## src/rtl/uart_tx_pkg.sv

```systemverilog
// Shared definitions for the UART transmit path: FSM states, line levels,
// default frame shape and the parity helper.
`timescale 1ns/1ps
package uart_tx_pkg;

  localparam int BYTE_W        = 8;
  localparam int DEF_DATA_BITS = 8;
  localparam int DEF_STOP_BITS = 1;

  localparam logic UART_IDLE_LVL = 1'b1;

  typedef enum logic [2:0] {
    IDLE   = 3'd0,
    START  = 3'd1,
    DATA   = 3'd2,
    PARITY = 3'd3,
    STOP   = 3'd4
  } state_t;

  // Unused upper bits must be zero; they do not disturb the XOR reduction.
  function automatic logic parity_bit(input logic [BYTE_W-1:0] d, input logic odd);
    return (^d) ^ odd;
  endfunction

endpackage

```

## src/rtl/uart_tx_if.sv

```systemverilog
// Byte-write handshake between io_ctl (master) and the UART transmitter (slave).
`timescale 1ns/1ps
interface uart_tx_if;
  import uart_tx_pkg::*;

  logic [BYTE_W-1:0] din;
  logic              wr;
  logic              tx_rdy;
  logic              busy;
  logic              overrun;

  modport master (output din, wr, input tx_rdy, busy, overrun);
  modport slave  (input din, wr, output tx_rdy, busy, overrun);

endinterface

```

## src/rtl/uart_tx.sv

```systemverilog
// Async UART transmitter with a one-byte holding register, paced by the
// rising edge of the baud clock bclk.
`timescale 1ns/1ps
module uart_tx
  import uart_tx_pkg::*;
#(
  parameter int DATA_BITS  = DEF_DATA_BITS,
  parameter int STOP_BITS  = DEF_STOP_BITS,
  parameter int PARITY_EN  = 0,
  parameter int PARITY_ODD = 0
) (
  input  logic      clk,
  input  logic      rst,
  input  logic      bclk,
  uart_tx_if.slave  bus,
  output logic      tx
);

  localparam int              CW        = $clog2(DATA_BITS + 1);
  localparam logic [CW-1:0]   LAST_BIT  = CW'(DATA_BITS);
  localparam logic [1:0]      LAST_STOP = 2'(STOP_BITS);
  localparam logic            ODD       = (PARITY_ODD != 0);

  state_t               state;
  logic                 bclk_q;
  logic                 tick;
  logic [DATA_BITS-1:0] hold;
  logic [DATA_BITS-1:0] shreg;
  logic                 hold_full;
  logic                 par_q;
  logic [CW-1:0]        bitcnt;
  logic [1:0]           stopcnt;
  logic                 accept;
  logic                 load;

  assign tick   = bclk & ~bclk_q;
  assign accept = bus.wr & bus.tx_rdy;
  // A new frame starts from IDLE or straight after the last stop bit.
  assign load   = tick & hold_full &
                  ((state == IDLE) | ((state == STOP) & (stopcnt >= LAST_STOP)));

  // Holding register and write handshake; tx_rdy always mirrors ~hold_full.
  // NOTE: hold is a single register, so resetting it is cheap and keeps it
  // deterministic; a real RAM-backed FIFO would be left unreset.
  always_ff @(posedge clk or posedge rst) begin
    if (rst) begin
      bclk_q      <= 1'b1;
      hold        <= '0;
      hold_full   <= 1'b0;
      bus.tx_rdy  <= 1'b1;
      bus.overrun <= 1'b0;
    end else begin
      bclk_q      <= bclk;
      bus.overrun <= bus.wr & ~bus.tx_rdy;
      if (accept) hold <= bus.din[DATA_BITS-1:0];
      hold_full   <= accept | (hold_full & ~load);
      bus.tx_rdy  <= ~(accept | (hold_full & ~load));
    end
  end

  // NOTE: every register below uses <= so all branches read the pre-edge
  // values of shreg/bitcnt/stopcnt regardless of statement order.
  always_ff @(posedge clk or posedge rst) begin
    if (rst) begin
      state    <= IDLE;
      tx       <= UART_IDLE_LVL;
      bus.busy <= 1'b0;
      shreg    <= '0;
      par_q    <= 1'b0;
      bitcnt   <= '0;
      stopcnt  <= '0;
    end else if (load) begin
      shreg    <= hold;
      par_q    <= parity_bit(BYTE_W'(hold), ODD);
      tx       <= 1'b0;
      bus.busy <= 1'b1;
      state    <= START;
    end else if (tick) begin
      case (state)
        START: begin
          tx     <= shreg[0];
          shreg  <= shreg >> 1;
          bitcnt <= CW'(1);
          state  <= DATA;
        end
        DATA: begin
          if (bitcnt < LAST_BIT) begin
            tx     <= shreg[0];
            shreg  <= shreg >> 1;
            bitcnt <= bitcnt + CW'(1);
          end else if (PARITY_EN != 0) begin
            tx    <= par_q;
            state <= PARITY;
          end else begin
            tx      <= UART_IDLE_LVL;
            stopcnt <= 2'd1;
            state   <= STOP;
          end
        end
        PARITY: begin
          tx      <= UART_IDLE_LVL;
          stopcnt <= 2'd1;
          state   <= STOP;
        end
        STOP: begin
          if (stopcnt < LAST_STOP) begin
            stopcnt <= stopcnt + 2'd1;
          end else begin
            tx       <= UART_IDLE_LVL;
            bus.busy <= 1'b0;
            state    <= IDLE;
          end
        end
        default: begin
          tx       <= UART_IDLE_LVL;
          bus.busy <= 1'b0;
          state    <= IDLE;
        end
      endcase
    end
  end

endmodule

```

## src/flat_wrapper.sv

```systemverilog
// flat-port wrapper written by rule: the top's interface ports become plain ports
module uart_tx_flat import uart_tx_pkg::*;
#(
  parameter int DATA_BITS  = DEF_DATA_BITS,
  parameter int STOP_BITS  = DEF_STOP_BITS,
  parameter int PARITY_EN  = 0,
  parameter int PARITY_ODD = 0
)
  (clk, rst, bclk, tx, bus_din, bus_wr, bus_tx_rdy, bus_busy, bus_overrun);
  uart_tx_if bus_i ();
  input  logic clk;
  input  logic rst;
  input  logic bclk;
  output logic tx;
  input wire logic [$bits(bus_i.din)-1:0] bus_din;
  input wire logic [$bits(bus_i.wr)-1:0] bus_wr;
  output wire logic [$bits(bus_i.tx_rdy)-1:0] bus_tx_rdy;
  output wire logic [$bits(bus_i.busy)-1:0] bus_busy;
  output wire logic [$bits(bus_i.overrun)-1:0] bus_overrun;
  assign bus_i.din = bus_din;
  assign bus_i.wr = bus_wr;
  assign bus_tx_rdy = bus_i.tx_rdy;
  assign bus_busy = bus_i.busy;
  assign bus_overrun = bus_i.overrun;
  uart_tx #(.DATA_BITS(DATA_BITS), .STOP_BITS(STOP_BITS), .PARITY_EN(PARITY_EN), .PARITY_ODD(PARITY_ODD)) u_core (.clk(clk), .rst(rst), .bclk(bclk), .bus(bus_i), .tx(tx));
endmodule
```

## config.mk

```make
export PLATFORM = sky130hd
export DESIGN_NAME = uart_tx_flat
export DESIGN_NICKNAME = d
export VERILOG_FILES = /design/src/rtl/uart_tx_pkg.sv /design/src/rtl/uart_tx_if.sv /design/src/rtl/uart_tx.sv /design/src/flat_wrapper.sv
export SDC_FILE = /design/constraint.sdc
export NUM_CORES = 1
export LEC_CHECK = 0
export CAP_MARGIN = 10
export CORE_MARGIN = 10
export CORE_UTILIZATION = 55
export DETAILED_ROUTE_END_ITERATION = 12
export DONT_BUFFER_PORTS = 1
export PLACE_DENSITY = 0.78
export SLEW_MARGIN = 15
export SYNTH_ARGS = -nofsm -noshare
export SYNTH_HDL_FRONTEND = slang
export SYNTH_SLANG_ARGS = --single-unit
```

## constraint.sdc

```tcl
create_clock -name clk -period 1.7 [get_ports clk]
set_input_delay 0.17 -clock clk [delete_from_list [all_inputs] [get_ports clk]]
set_output_delay 0.17 -clock clk [all_outputs]
set_load 0.03 [all_outputs]
```

==> flow_summary_export.csv <==
group,metric,value,unit
run_status,status,"complete, no violations",
clock_network,cts-root-buf,"clkbuf_4",
placement,dp_cells,187,
pwr,power.density,1650,nW/um^2
cells_and_area,drive_gt1_share,35.0,%
pwr,cellLeakagePower,0.847,nW
clock_network,clk_pin_slew,0.10,ns
cells_and_area,n_fill_cell,204,
synthesis,async_reset_ff_share,100,%
clock_network,clock-sinks,31,
worst_setup_path,crit_fanout,7,
synthesis,seq_area_frac_synth,47.4,%
sta,min_period,1.62,ns
global_route,grt_pass1_vias,1306,
synthesis,synth_cell_types,42,
synthesis,synth-seq-cells,31,
synthesis,synthesis.area,1650,sq um
cells_and_area,final_area,2030,sq um
floorplan,placementRows,19,
route,drt-pass1-iter-count,4,
worst_setup_path,crit_type,"reg -> reg",
cells_and_area,area_delta_synth_final,23.5,%
cells_and_area,final_net_count,191,
sta,finalCritPeriodShare,95.4,%
global_route,grt_pass1_wl,6390,microns
placement,port_buffers,0,
synthesis,synth_top_area_cell,"dfrtp_1",
cells_and_area,multi_input_area,833,sq um
synthesis,avgSynthCellArea,11.0,sq um
synthesis,yosys-top-cells-area,"dfrtp_1, a221oi_2, mux2_2",
clock_network,cts_buffer_depth,2,
global_route,grt.total_usage,14.9,%
sta,final-max-slew-violation-count,0,
cells_and_area,seq_area,779,sq um
placement,hpwlAfterDp,2490,microns
synthesis,yosysMostFrequentCell,"dfrtp_1",
clock_network,cts_max_level,2,
global_route,grt_remaining_overflow,0,
clock_network,cts_tree,"built",
pwr,fin_total_pwr,3.36,mW
job,cap_violations,0,
worst_setup_path,cp.required,1.92,ns
clock_network,clk_latency,0.33,ns
sta,rsz0062_at_grt,"false",
worst_setup_path,crit_path_start_kind,"flip-flop",
global_route,grt_start_max_net_pins,32,
synthesis,synth_cells,149,
floorplan,io_pins,16,
synthesis,ys_warn_count,0,
synthesis,synth-main-ff-cell,"dfrtp_1",
pwr,irDropWorstVdd,933,uV
clock_network,cts_buffers,5,
worst_setup_path,arrival,1.84,ns
sta,skew,0.00729,ns
floorplan,die_x,74.7,microns
route,drtIter0Drc,104,
sta,setup_viol,0,
route,wl_per_cell,18.5,microns
floorplan,die_y,74.7,microns
route,vias,1268,
placement,placed_cell_area,1780,sq um
floorplan,initial_core_util,58.7,%
synthesis,syn_nets,164,
sta,clock.fmax,617,MHz
synthesis,synthTopCellsByCount,"dfrtp_1, inv_1, a21oi_1, nand2_1, mux2_2",
route,antenna_left,0,
sta,slew_headroom,73.6,%
hold_path,holdCritPathClass,"in -> reg",
route,drt_wl_total,3850,microns
cells_and_area,antennaDiodeCount,0,
synthesis,yosysTopAreaCellShare,42.6,%
sta,worstMarginPinSlew,0.396,ns
cells_and_area,finalNonFillerCells,208,
global_route,antenna_found_initial,0,
sta,hold_viol_final,0,
route,drc,0,
floorplan,coreArea,2810,sq um
floorplan,die-area,5580,sq um
route,vias_per_cell,6.10,
synthesis,synth-edff-count,0,
placement,gp_congestion,0.858,
worst_setup_path,cp-end-kind,"flip-flop",
## final cells by class
| type | instances | area share [%] |
|---|---|---|
| Multi-Input combinational cell | 95 | 41.0 |
| Sequential cell | 31 | 38.4 |
| Timing Repair Buffer | 29 | 12.6 |
| Clock buffer | 7 | 3.20 |
| Inverter | 14 | 2.59 |
| Tap cell | 31 | 1.91 |
| Clock inverter | 1 | 0.369 |
## registers in the layout, summed over array words and instances (netlist names)
signal,flops
u_core.bitcnt,4
u_core.bus.tx_rdy,1
u_core.state,3
u_core.tx,1
u_core.bus.busy,1
u_core.hold,8
u_core.shreg,8
u_core.stopcnt,2
u_core.bclk_q,1
u_core.hold_full,1
u_core.bus.overrun,1
## path summary, 6_finish.rpt
path	start	endpoint	slack, ns	depth (start not counted)
setup / recovery	u_core.state[1]$_DFFE_PP0P_	u_core.shreg[0]$_DFFE_PP0P_	0.08	5
min in group asynchronous	rst	u_core.bitcnt[3]$_DFFE_PP0P_	0.35	3
max in group asynchronous	rst	u_core.bus.tx_rdy$_DFF_PP1_	1.03	3
setup reg to reg	u_core.state[1]$_DFFE_PP0P_	u_core.shreg[0]$_DFFE_PP0P_	0.08	5
hold reg to reg	u_core.hold_full$_DFF_PP0_	u_core.bus.tx_rdy$_DFF_PP1_	0.50	1
hold / removal	bclk	u_core.stopcnt[1]$_DFFE_PP0P_	0.18	3
## stage by stage
stage | util (%) | hold WS, ns | TNS (ns) | setup WS (ns)
final | 72.4 | 0.180 | 0 | 0.0782
after global routing | 72.4 | 0.206 | 0 | 0.000125
after CTS | 70.3 | 0.170 | -0.0104 | -0.00522
after detailed placement | 63.5 | 0.165 | -0.0252 | -0.0252
after global placement | 63.5 | 0.162 | 0 | 0.0280
after floorplan | - | 0.174 | 0 | 0.000883
## worst max-delay path, cell delays in order (launching register included)
cell      delay (ns)
dfrtp_1         0.36
buf_4           0.11
or4b_4          0.50
buf_4           0.20
a211oi_1        0.27
a221oi_2        0.06
## cell families after synthesis
group	after synthesis	synth area share [%]
AND/OR/NAND/NOR	33	13.2
buffers and inverters	23	5.86
AO/OA/AOI/OAI	49	24.5
flip-flops	31	47.4
adder cells (fa/ha/maj)	3	2.28
multiplexers	10	6.77
## repair_timing
action,4_1_cts,5_1_grt
hold buffers,11,0
setup buffers,0,1
pin swaps,0,2
endpoints found under the setup margin,5,10
gates resized for setup,2,12
hold endpoints to repair,38,0
gates cloned,0,1
## cells in the final DEF (no fill, tap or decap), types with 4 or more instances in the layout
master         instances
inv_1                 14
buf_4                 16
dlygate4sd3_1         11
a211oi_2               6
nand2_1               10
dfrtp_1               28
clkbuf_4               5
a221oi_2               7
o21ai_0                6
nor3b_1                4
o211ai_1               4
mux2_2                 9
a21oi_1               10
## power breakdown
part	switching, mW	internal (mW)
clock	0.256	0.242
combinational	0.749	0.717
sequential	0.311	1.09
## routing by layer
layer  part of all wire, %  GRT usage (%)
met5                     0              0
met4                   1.5           7.56
met3                   3.9           4.07
met2                    53           24.9
met1                    41           17.4
Power figures use the tool's default switching activity.
==> patch: new RTL, same settings <==
Register the output `tx` once more, without a reset; this adds one clock of latency there. The other outputs are not delayed to match.
--- a/src/rtl/uart_tx.sv
+++ b/src/rtl/uart_tx.sv
@@ -21,4 +21,6 @@
   localparam logic [1:0]      LAST_STOP = 2'(STOP_BITS);
   localparam logic            ODD       = (PARITY_ODD != 0);
+
+  logic tx_s0;
 
   state_t               state;
@@ -64,5 +66,5 @@
     if (rst) begin
       state    <= IDLE;
-      tx       <= UART_IDLE_LVL;
+      tx_s0    <= UART_IDLE_LVL;
       bus.busy <= 1'b0;
       shreg    <= '0;
@@ -73,5 +75,5 @@
       shreg    <= hold;
       par_q    <= parity_bit(BYTE_W'(hold), ODD);
-      tx       <= 1'b0;
+      tx_s0    <= 1'b0;
       bus.busy <= 1'b1;
       state    <= START;
@@ -79,5 +81,5 @@
       case (state)
         START: begin
-          tx     <= shreg[0];
+          tx_s0  <= shreg[0];
           shreg  <= shreg >> 1;
           bitcnt <= CW'(1);
@@ -86,12 +88,12 @@
         DATA: begin
           if (bitcnt < LAST_BIT) begin
-            tx     <= shreg[0];
+            tx_s0  <= shreg[0];
             shreg  <= shreg >> 1;
             bitcnt <= bitcnt + CW'(1);
           end else if (PARITY_EN != 0) begin
-            tx    <= par_q;
+            tx_s0 <= par_q;
             state <= PARITY;
           end else begin
-            tx      <= UART_IDLE_LVL;
+            tx_s0   <= UART_IDLE_LVL;
             stopcnt <= 2'd1;
             state   <= STOP;
@@ -99,5 +101,5 @@
         end
         PARITY: begin
-          tx      <= UART_IDLE_LVL;
+          tx_s0   <= UART_IDLE_LVL;
           stopcnt <= 2'd1;
           state   <= STOP;
@@ -107,5 +109,5 @@
             stopcnt <= stopcnt + 2'd1;
           end else begin
-            tx       <= UART_IDLE_LVL;
+            tx_s0    <= UART_IDLE_LVL;
             bus.busy <= 1'b0;
             state    <= IDLE;
@@ -113,5 +115,5 @@
         end
         default: begin
-          tx       <= UART_IDLE_LVL;
+          tx_s0    <= UART_IDLE_LVL;
           bus.busy <= 1'b0;
           state    <= IDLE;
@@ -121,4 +123,8 @@
   end
 
+  always_ff @(posedge clk) begin
+    tx <= tx_s0;
+  end
+
 endmodule
 
Behaviour: not the same (Yosys sat finds a counterexample within 4 cycles, from zero or initial values and one cycle with rst high).
==> patch against the unedited design <==
  * Power shrank 15%
  * Cell area shrank 17%
  * Synthesized area shrank 13%
  * Sequential cell count grew 1
  * Routed wire length shrank 26%
  * Clock skew grew 4.5 ps
  * Sequential share of layout area grew 9.0 points
  * Worst setup slack gained 68 ps
  * Synthesized cell count shrank 12%
  * Critical endpoint unchanged
  * Highest routed layer unchanged
==> patch: results (changes against the unedited design) <==
WL met1=1290 um (-19%); most frequent cells after synthesis=28 x dfrtp_1, 18 x nand2_1, 8 x a22oi_1, 8 x mux2_2, 8 x o21ai_0; library cells used by synthesis=35 (-17%); Synth Area in Adders=1.75% (-0.53 points); Pleak=0.000745 uW (-12%); cts repair resizes=0 (-2); pre-CTS setup slack=117 ps (+143 ps); hold slack=103 ps (-76.7 ps); routability cong.=0.828 (-3.5%); outcome=finished, final reports clean; met3 wire len=127 um (-15%); Hold Path End=u_core.state[1]$_DFFE_PP0P_; sequential share of the synthesized area=55.9% (+8.5 points); Placed Cells=163 (-13%); fraction of layout cells with a size suffix above 1=21.7% (-13 points); Synth Area in Compound Gates=19.0% (-5.5 points); WL/cell=15.7 um (-15%); number of global-route vias before repair=1117 (-14%); met3 GRT Util=4.88% (+0.81 points); WL final=2870 um (-26%); All-Layer GR Usage=12.3% (-2.6 points); metal2 WL=1390 um (-32%); relative slew slack=73.4% (-0.20 points); routing usage on met1=14.0% (-3.4 points); dpl cell area=0.00150 mm^2 (-16%); Syn Nets=145 (-12%); area growth from synthesis to layout=17.9%; slowest CP cell=dfrtp_1; Crit path largest cell delay=460 ps (-40 ps); reg2reg start=u_core.state[0]$_DFFE_PP0P_; fin nets=165 (-14%); vias=1030 (-19%); first-pass GRT wire length=5040 um (-21%); Post-Syn Area per Cell=10.9 um^2 (-1.1%); crit-path max FO=14 (+7); ys async rst share=96.9% (-3.1 points); Post-DP HPWL=1880 um (-24%); top post-synthesis cells by area=dfrtp_1 49%, mux2_2 6.3%, dfstp_2 5.5%
patch: cell count changes after synthesis, moves of 3 or more:
| cell | before | now |
|---|---|---|
| inv_1 | 14 | 7 |
| o21ai_1 | 0 | 6 |
| a21oi_1 | 10 | 3 |
| a22oi_1 | 2 | 8 |
| clkbuf_1 | 6 | 0 |
| nand2_1 | 10 | 18 |
| a211oi_1 | 7 | 1 |
| a221oi_2 | 7 | 0 |
| nand3_1 | 1 | 4 |
| nor3b_1 | 4 | 0 |
patch: where the power goes:
part / internal (uW) / switching, uW / leakage [uW]
clock: 243 / 257 / 0.0000386
sequential: 1100 / 305 / 0.000376
combinational: 464 / 478 / 0.000330
total: 1810 / 1040 / 0.000745
patch: final cells by class:
class | count | area share [%]
Timing Repair Buffer | 17 | 9.94
Sequential cell | 32 | 47.4
Tap cell | 30 | 2.23
Inverter | 7 | 1.56
Clock buffer | 8 | 4.08
Multi-Input combinational cell | 88 | 34.8
